--- src/rtl/ca_array_run_pkg.sv ---
// Shared types for the cellular-automaton run engine: edge modes, FSM states,
// the latched run configuration and the rule-table lookup.
package ca_array_run_pkg;

    localparam int unsigned CA_RULE_W    = 8;
    localparam int unsigned CA_MODE_W    = 2;
    localparam int unsigned CA_DEF_WIDTH = 32;
    localparam int unsigned CA_DEF_GEN_W = 16;

    typedef enum logic [CA_MODE_W-1:0] {
        CA_MODE_FIXED     = 2'b00,
        CA_MODE_WRAP      = 2'b01,
        CA_MODE_REFLECT   = 2'b10,
        CA_MODE_FIXED_ALT = 2'b11
    } ca_mode_e;

    typedef enum logic [1:0] {
        CA_IDLE = 2'b00,
        CA_RUN  = 2'b01,
        CA_DONE = 2'b10
    } ca_state_e;

    typedef struct packed {
        logic [CA_RULE_W-1:0] rule;
        ca_mode_e             mode;
    } ca_cfg_t;

    // Wolfram rule: neighbourhood {left, centre, right} indexes the rule byte.
    function automatic logic rule_lookup(input logic [CA_RULE_W-1:0] rule,
                                         input logic l, input logic c, input logic r);
        return rule[{l, c, r}];
    endfunction

endpackage

--- src/rtl/ca_array_run_if.sv ---
// Host-side bus of the CA run engine: seed/controls in, row and run status out.
interface ca_array_run_if #(
    parameter int unsigned WIDTH = 32,
    parameter int unsigned GEN_W = 16
);
    logic [7:0]       rule;
    logic [1:0]       mode;
    logic             left;
    logic             right;
    logic [WIDTH-1:0] seed;
    logic             load;
    logic [GEN_W-1:0] gens;
    logic             start;
    logic             abort;
    logic [WIDTH-1:0] out;
    logic [GEN_W-1:0] gen_count;
    logic             busy;
    logic             done;
    logic             stable;

    modport master (
        output rule, mode, left, right, seed, load, gens, start, abort,
        input  out, gen_count, busy, done, stable
    );

    modport slave (
        input  rule, mode, left, right, seed, load, gens, start, abort,
        output out, gen_count, busy, done, stable
    );
endinterface

--- src/rtl/ca_array_run_row_next.sv ---
// Combinational next-generation function for one CA row under a given rule and
// edge mode; kept standalone so multi-row engines can reuse it.
module ca_array_run_row_next
    import ca_array_run_pkg::*;
#(
    parameter int unsigned WIDTH = 32
) (
    input  logic [WIDTH-1:0]     i_row,
    input  logic [CA_RULE_W-1:0] i_rule,
    input  ca_mode_e             i_mode,
    input  logic                 i_left,
    input  logic                 i_right,
    output logic [WIDTH-1:0]     o_nxt
);

    logic w_lb;
    logic w_rb;

    // Boundary neighbours; both fixed encodings fall through to the pins.
    always_comb begin
        w_lb = i_left;
        w_rb = i_right;
        case (i_mode)
            CA_MODE_WRAP: begin
                w_lb = i_row[WIDTH-1];
                w_rb = i_row[0];
            end
            CA_MODE_REFLECT: begin
                w_lb = i_row[0];
                w_rb = i_row[WIDTH-1];
            end
            default: ;
        endcase
    end

    for (genvar i = 0; i < int'(WIDTH); i++) begin : g_cell
        logic w_l;
        logic w_r;
        if (i == 0) begin : g_lo
            assign w_l = w_lb;
        end else begin : g_li
            assign w_l = i_row[i-1];
        end
        if (i == int'(WIDTH) - 1) begin : g_ro
            assign w_r = w_rb;
        end else begin : g_ri
            assign w_r = i_row[i+1];
        end
        assign o_nxt[i] = rule_lookup(i_rule, w_l, i_row[i], w_r);
    end

endmodule

--- src/rtl/ca_array_run.sv ---
// CA run engine: row register plus a start/done controller that advances a set
// number of generations, stops early on a fixed point, and honours abort.
module ca_array_run
    import ca_array_run_pkg::*;
#(
    parameter int unsigned WIDTH = CA_DEF_WIDTH,
    parameter int unsigned GEN_W = CA_DEF_GEN_W
) (
    input  logic           clk,
    input  logic           rst_n,
    ca_array_run_if.slave  bus
);

    ca_state_e        r_state;
    ca_cfg_t          r_cfg;
    logic [GEN_W-1:0] r_target;
    logic [WIDTH-1:0] r_out;
    logic [GEN_W-1:0] r_gen_count;
    logic             r_busy;
    logic             r_done;
    logic             r_stable;

    logic [WIDTH-1:0] w_nxt;
    logic [GEN_W-1:0] w_cnt_inc;

    assign w_cnt_inc = r_gen_count + GEN_W'(1);

    ca_array_run_row_next #(.WIDTH(WIDTH)) u_row_next (
        .i_row   (r_out),
        .i_rule  (r_cfg.rule),
        .i_mode  (r_cfg.mode),
        .i_left  (bus.left),
        .i_right (bus.right),
        .o_nxt   (w_nxt)
    );

    // Controller and datapath; done is only ever high for the single DONE cycle.
    always_ff @(posedge clk or negedge rst_n) begin
        if (!rst_n) begin
            r_state     <= CA_IDLE;
            r_cfg       <= '{rule: '0, mode: CA_MODE_FIXED};
            r_target    <= '0;
            r_out       <= '0;
            r_gen_count <= '0;
            r_busy      <= 1'b0;
            r_done      <= 1'b0;
            r_stable    <= 1'b0;
        end else begin
            r_done <= 1'b0;
            case (r_state)
                CA_IDLE: begin
                    if (bus.load) begin
                        r_out       <= bus.seed;
                        r_gen_count <= '0;
                        r_stable    <= 1'b0;
                    end else if (bus.start) begin
                        r_gen_count <= '0;
                        r_stable    <= 1'b0;
                        if (bus.gens != '0) begin
                            r_cfg    <= '{rule: bus.rule, mode: ca_mode_e'(bus.mode)};
                            r_target <= bus.gens;
                            r_busy   <= 1'b1;
                            r_state  <= CA_RUN;
                        end else begin
                            r_done  <= 1'b1;
                            r_state <= CA_DONE;
                        end
                    end
                end
                CA_RUN: begin
                    if (bus.abort) begin
                        r_busy  <= 1'b0;
                        r_state <= CA_IDLE;
                    end else if (w_nxt == r_out) begin
                        r_stable <= 1'b1;
                        r_busy   <= 1'b0;
                        r_done   <= 1'b1;
                        r_state  <= CA_DONE;
                    end else begin
                        r_out       <= w_nxt;
                        r_gen_count <= w_cnt_inc;
                        if (w_cnt_inc == r_target) begin
                            r_busy  <= 1'b0;
                            r_done  <= 1'b1;
                            r_state <= CA_DONE;
                        end
                    end
                end
                CA_DONE: r_state <= CA_IDLE;
                default: r_state <= CA_IDLE;
            endcase
        end
    end

    assign bus.out       = r_out;
    assign bus.gen_count = r_gen_count;
    assign bus.busy      = r_busy;
    assign bus.done      = r_done;
    assign bus.stable    = r_stable;

endmodule
--- src/flat_wrapper.sv ---
// flat-port wrapper written by rule: the top's interface ports become plain ports
module ca_array_run_flat import ca_array_run_pkg::*;
#(
    parameter int unsigned WIDTH = CA_DEF_WIDTH,
    parameter int unsigned GEN_W = CA_DEF_GEN_W
)
  (clk, rst_n, bus_rule, bus_mode, bus_left, bus_right, bus_seed, bus_load, bus_gens, bus_start, bus_abort, bus_out, bus_gen_count, bus_busy, bus_done, bus_stable);
  ca_array_run_if #(.WIDTH(WIDTH), .GEN_W(GEN_W)) bus_i ();
  input  logic clk;
  input  logic rst_n;
  input wire logic [$bits(bus_i.rule)-1:0] bus_rule;
  input wire logic [$bits(bus_i.mode)-1:0] bus_mode;
  input wire logic [$bits(bus_i.left)-1:0] bus_left;
  input wire logic [$bits(bus_i.right)-1:0] bus_right;
  input wire logic [$bits(bus_i.seed)-1:0] bus_seed;
  input wire logic [$bits(bus_i.load)-1:0] bus_load;
  input wire logic [$bits(bus_i.gens)-1:0] bus_gens;
  input wire logic [$bits(bus_i.start)-1:0] bus_start;
  input wire logic [$bits(bus_i.abort)-1:0] bus_abort;
  output wire logic [$bits(bus_i.out)-1:0] bus_out;
  output wire logic [$bits(bus_i.gen_count)-1:0] bus_gen_count;
  output wire logic [$bits(bus_i.busy)-1:0] bus_busy;
  output wire logic [$bits(bus_i.done)-1:0] bus_done;
  output wire logic [$bits(bus_i.stable)-1:0] bus_stable;
  assign bus_i.rule = bus_rule;
  assign bus_i.mode = bus_mode;
  assign bus_i.left = bus_left;
  assign bus_i.right = bus_right;
  assign bus_i.seed = bus_seed;
  assign bus_i.load = bus_load;
  assign bus_i.gens = bus_gens;
  assign bus_i.start = bus_start;
  assign bus_i.abort = bus_abort;
  assign bus_out = bus_i.out;
  assign bus_gen_count = bus_i.gen_count;
  assign bus_busy = bus_i.busy;
  assign bus_done = bus_i.done;
  assign bus_stable = bus_i.stable;
  ca_array_run #(.WIDTH(WIDTH), .GEN_W(GEN_W)) u_core (.clk(clk), .rst_n(rst_n), .bus(bus_i));
endmodule
--- config.mk ---
export PLATFORM = sky130hd
export DESIGN_NAME = ca_array_run_flat
export DESIGN_NICKNAME = d
export VERILOG_FILES = /design/src/rtl/ca_array_run_pkg.sv /design/src/rtl/ca_array_run_if.sv /design/src/rtl/ca_array_run_row_next.sv /design/src/rtl/ca_array_run.sv /design/src/flat_wrapper.sv
export SDC_FILE = /design/constraint.sdc
export NUM_CORES = 1
export LEC_CHECK = 0
export ABC_AREA = 1
export CORE_ASPECT_RATIO = 1.2
export CORE_MARGIN = 2
export CORE_UTILIZATION = 45
export CTS_CLUSTER_DIAMETER = 100
export DETAILED_ROUTE_END_ITERATION = 10
export MAX_ROUTING_LAYER = met4
export PLACE_DENSITY = 0.81
export SYNTH_ARGS = -nofsm -noshare
export SYNTH_HDL_FRONTEND = slang
export SYNTH_SLANG_ARGS = --single-unit
export TNS_END_PERCENT = 10
--- constraint.sdc ---
create_clock -name clk -period 6.29 [get_ports clk]
set_input_delay 1.258 -clock clk [delete_from_list [all_inputs] [get_ports clk]]
set_output_delay 1.258 -clock clk [all_outputs]
set_load 0.005 [all_outputs]
==> results_dict.tcl <==
set metrics [dict create \
    routabilityCongestion 0.923 \
    crit_end "u_core.bus.gen_count[15]" \
    worst_setup_path_start_kind "primary input" \
    regToRegSetupSlack_ns 2.93 \
    drc_errors 0 \
    yosysTopAreaCellShare_pct 29.4 \
    p_sw_uw 1600 \
    dpl-instance-area_um2 8070 \
    grt_pass1_vias 7458 \
    post-route-util_pct 55.6 \
    r2r_cells 15 \
    clk_pin_slew_ns 0.06 \
    ant_nets 0 \
    holdWs_ns 0.496 \
    coreArea_um2 15100 \
    drt_first_pass_iters 7 \
    placed_cells 1461 \
    synth_edf_count 0 \
    die-area_um2 16600 \
    required_ns 6.57 \
    postCtsResizedCells 0 \
    io_pins 116 \
    htreeDepth 3 \
    yosysUniqueCellTypes 35 \
    period_minus_slack_ns 3.76 \
    run_status "completed" \
    grt-ovfl-total 0 \
    final.setup_skew_ns 0.00711 \
    post-route-period-util_pct 59.7 \
    nets 1336 \
    worst_pin_slew_ns 1.03 \
    clock_latency_ns 0.35 \
    setup_viol 0 \
    intPower_uw 1670 \
    yosysMostFrequentCell "nand2_1" \
    crit_buf_inv 2 \
    rows 49 \
    cts_sinks 79 \
    swShare_pct 48.9 \
    cts_tree "yes" \
    hp-class "flip-flop to flip-flop" \
    crit_cells 15 \
    crit_chain "clkdlybuf4s50_1 > or2_2 > nand2_1 > inv_1 > nand2_1 > nand3_1 > nand2_1 > nand2_1 > nor2_1 > nand2_1 > nor2_1 > nand3_2 > nand2_1 > nand2_1 > nand2_1" \
    area_growth_pct 19.9 \
    drive_gt1_share_pct 3.14 \
    cpMaxStageDelayCell "nand2_1" \
    fin_setup_tns_ns 0 \
    post_drt_wl_per_cell_um 15.1 \
    cp-end-kind "flip-flop" \
    clockRootBuffer "clkbuf_16" \
    grt_max_degree 80 \
    avgSynthCellArea_um2 5.79 \
    synth_fp_nets 1278 \
    drt-total-wl_mm 22.2 \
    vias 8199 \
    critical_path.startpoint "bus_left" \
    synth_cells 1210 \
    p_per_area_nw_per_um2 390 \
    cp_max_fo 24 \
    timing.fmax_ghz 0.266 \
    rsz0062_at_grt "false" \
    async_flop_share_pct 100 \
    clkPwrFrac_pct 17.6 \
    port-buffer-count 115 \
    yosysSeqAreaShare_pct 28.2 \
    cts-hold-fix-buffers 0 \
    synth_common_cells "548 x nand2_1, 276 x nand3_1, 79 x dfrtp_1" \
    max-vdd-ir-drop_mv 0.185 \
    cts_setup_buffers 0 \
    grt_pass1_wl_mm 36.3 \
    maxSlewViolCount 0 \
    synthTopCellsByArea "nand2_1 29%, dfrtp_1 28%, nand3_1 20%, inv_1 3.6%, o21ai_0 3.3%" \
    r2r-end "u_core.bus.gen_count[15]" \
    grt_use_total_pct 27.4 \
    synthFlopType "dfrtp_1" \
    seqPwrFrac_pct 27.9 \
    arrival_ns 4.04 \
    die_w_um 118 \
    hpwlAfterDp_mm 15.4 \
    worstReg2RegStart "u_core.r_cfg[8]" \
    initial_utilization_pct 46.4 \
    stdcell_area_um2 8390 \
    cts_made_buffers 9 \
    diodes 0 \
    slew_headroom_pct 31.4 \
    die_y_um 141 \
    layout.cells.non_filler 1477 \
    drt_iter0_drc 957 \
    drv_cap 0 \
    cpPeakStageDelay_ns 0.61 \
    syn_area_um2 7000 \
    cp_common_cell "nand2_1" \
    comb_power_share_pct 54.5 \
    yosys_warnings 0 \
    antenna_found_initial 0 \
    yosysTopAreaCell "nand2_1" \
    worstSetupPathType "primary input to flip-flop" \
    clk_path_buf_depth 2 \
    p_leak_uw 0.00426 \
    synth_seq_cells 79 \
    via_per_inst 5.55 \
    path_delay_family "simple AND/OR/NAND/NOR gates" \
    hold_viol 0 \
]
flip-flops by register name, summed over array words and instances, names as in the netlist:
name,flops
u_core.bus.busy,1
u_core.bus.done,1
u_core.bus.gen_count,16
u_core.bus.out,32
u_core.bus.stable,1
u_core.r_cfg,10
u_core.r_state,2
u_core.r_target,16
metrics by stage:
step	setup WS, ns	power (µW)
CTS	2.54	3240
detailed placement	2.20	2650
finish	2.53	3270
global route	2.28	3540
global placement	2.30	2620
floorplan	3.50	2130
routing by layer:
layer	global-route usage, %	share of wire, %
met1	33.1	40
met2	45.7	49
met3	3.68	7.8
met4	12.5	3.3
met5	-	0
layout by cell type (no fill, tap or decap), types with 2 or more instances in the layout:
cell type and n:
ha_1 3, o21ai_0 46, inv_1 66, clkbuf_16 9, clkdlybuf4s50_1 114, nor3_1 2
inv_2 14, o21ai_1 2, xnor2_1 3, nor4_1 4, bufinv_16 2, o211ai_1 10
or2_2 2, nand3_1 275, nand2_1 548, o21bai_1 3, dfrtp_1 79, xor2_1 6
nand3b_1 7, a21oi_1 2, a31oi_1 2, buf_4 5, nor2_1 46, nand4_1 7
logic make-up after synthesis:
group	after synthesis	share of synthesized area (%)
DFF	79	28.2
AOI/OAI and AO/OA	71	5.81
adders and majority gates	3	0.536
buffers and inverters	153	9.83
xor gates and xnor gates	11	1.79
and+or+nand+nor	893	53.8
layout make-up:
class / instances / area (µm²)
clock buffers: 11 / 243
well taps: 204 / 255
fillers: 1508 / 6690
inverters: 81 / 304
clock inverters: 5 / 81.3
multi-input cells: 978 / 4350
flip-flops and latches: 79 / 1980
repair buffers: 119 / 1180
how the worst min path moves through the flow:
stage                     cells after the start  slack, ns           startpoint                   to
final                                         2       0.50  u_core.r_target[11]  u_core.r_target[11]
after global routing                          2       0.53   u_core.r_target[9]   u_core.r_target[9]
after detailed placement                      2       0.48  u_core.r_target[11]  u_core.r_target[11]
after CTS                                     2       0.50  u_core.r_target[11]  u_core.r_target[11]
after floorplan                               2       0.46  u_core.r_target[10]  u_core.r_target[10]
after global placement                        2       0.48  u_core.r_target[11]  u_core.r_target[11]
worst reg2reg max path: stages (launching register included):
cell and delay, ns:
dfrtp_1 0.53, inv_2 0.48, nand2_1 0.10, nand3_1 0.10
nand3_1 0.10, nand3_1 0.10, nand2_1 0.11, clkinv_1 0.06
nand2_1 0.07, nor2_1 0.13, nand2_1 0.07, nor2_1 0.18
nand3_2 0.47, nand2_1 0.62, nand2_1 0.10, nand2_1 0.09
power by group through the flow:
stage	Clock, µW	Combinational, µW	Sequential [µW]
final	576	1780	913
after floorplan	0	1410	720
after detailed placement	0	1740	910
after global placement	0	1710	912
after CTS	578	1750	903
after global routing	597	2000	941
Note: power is estimated with default switching activity, not from simulation.
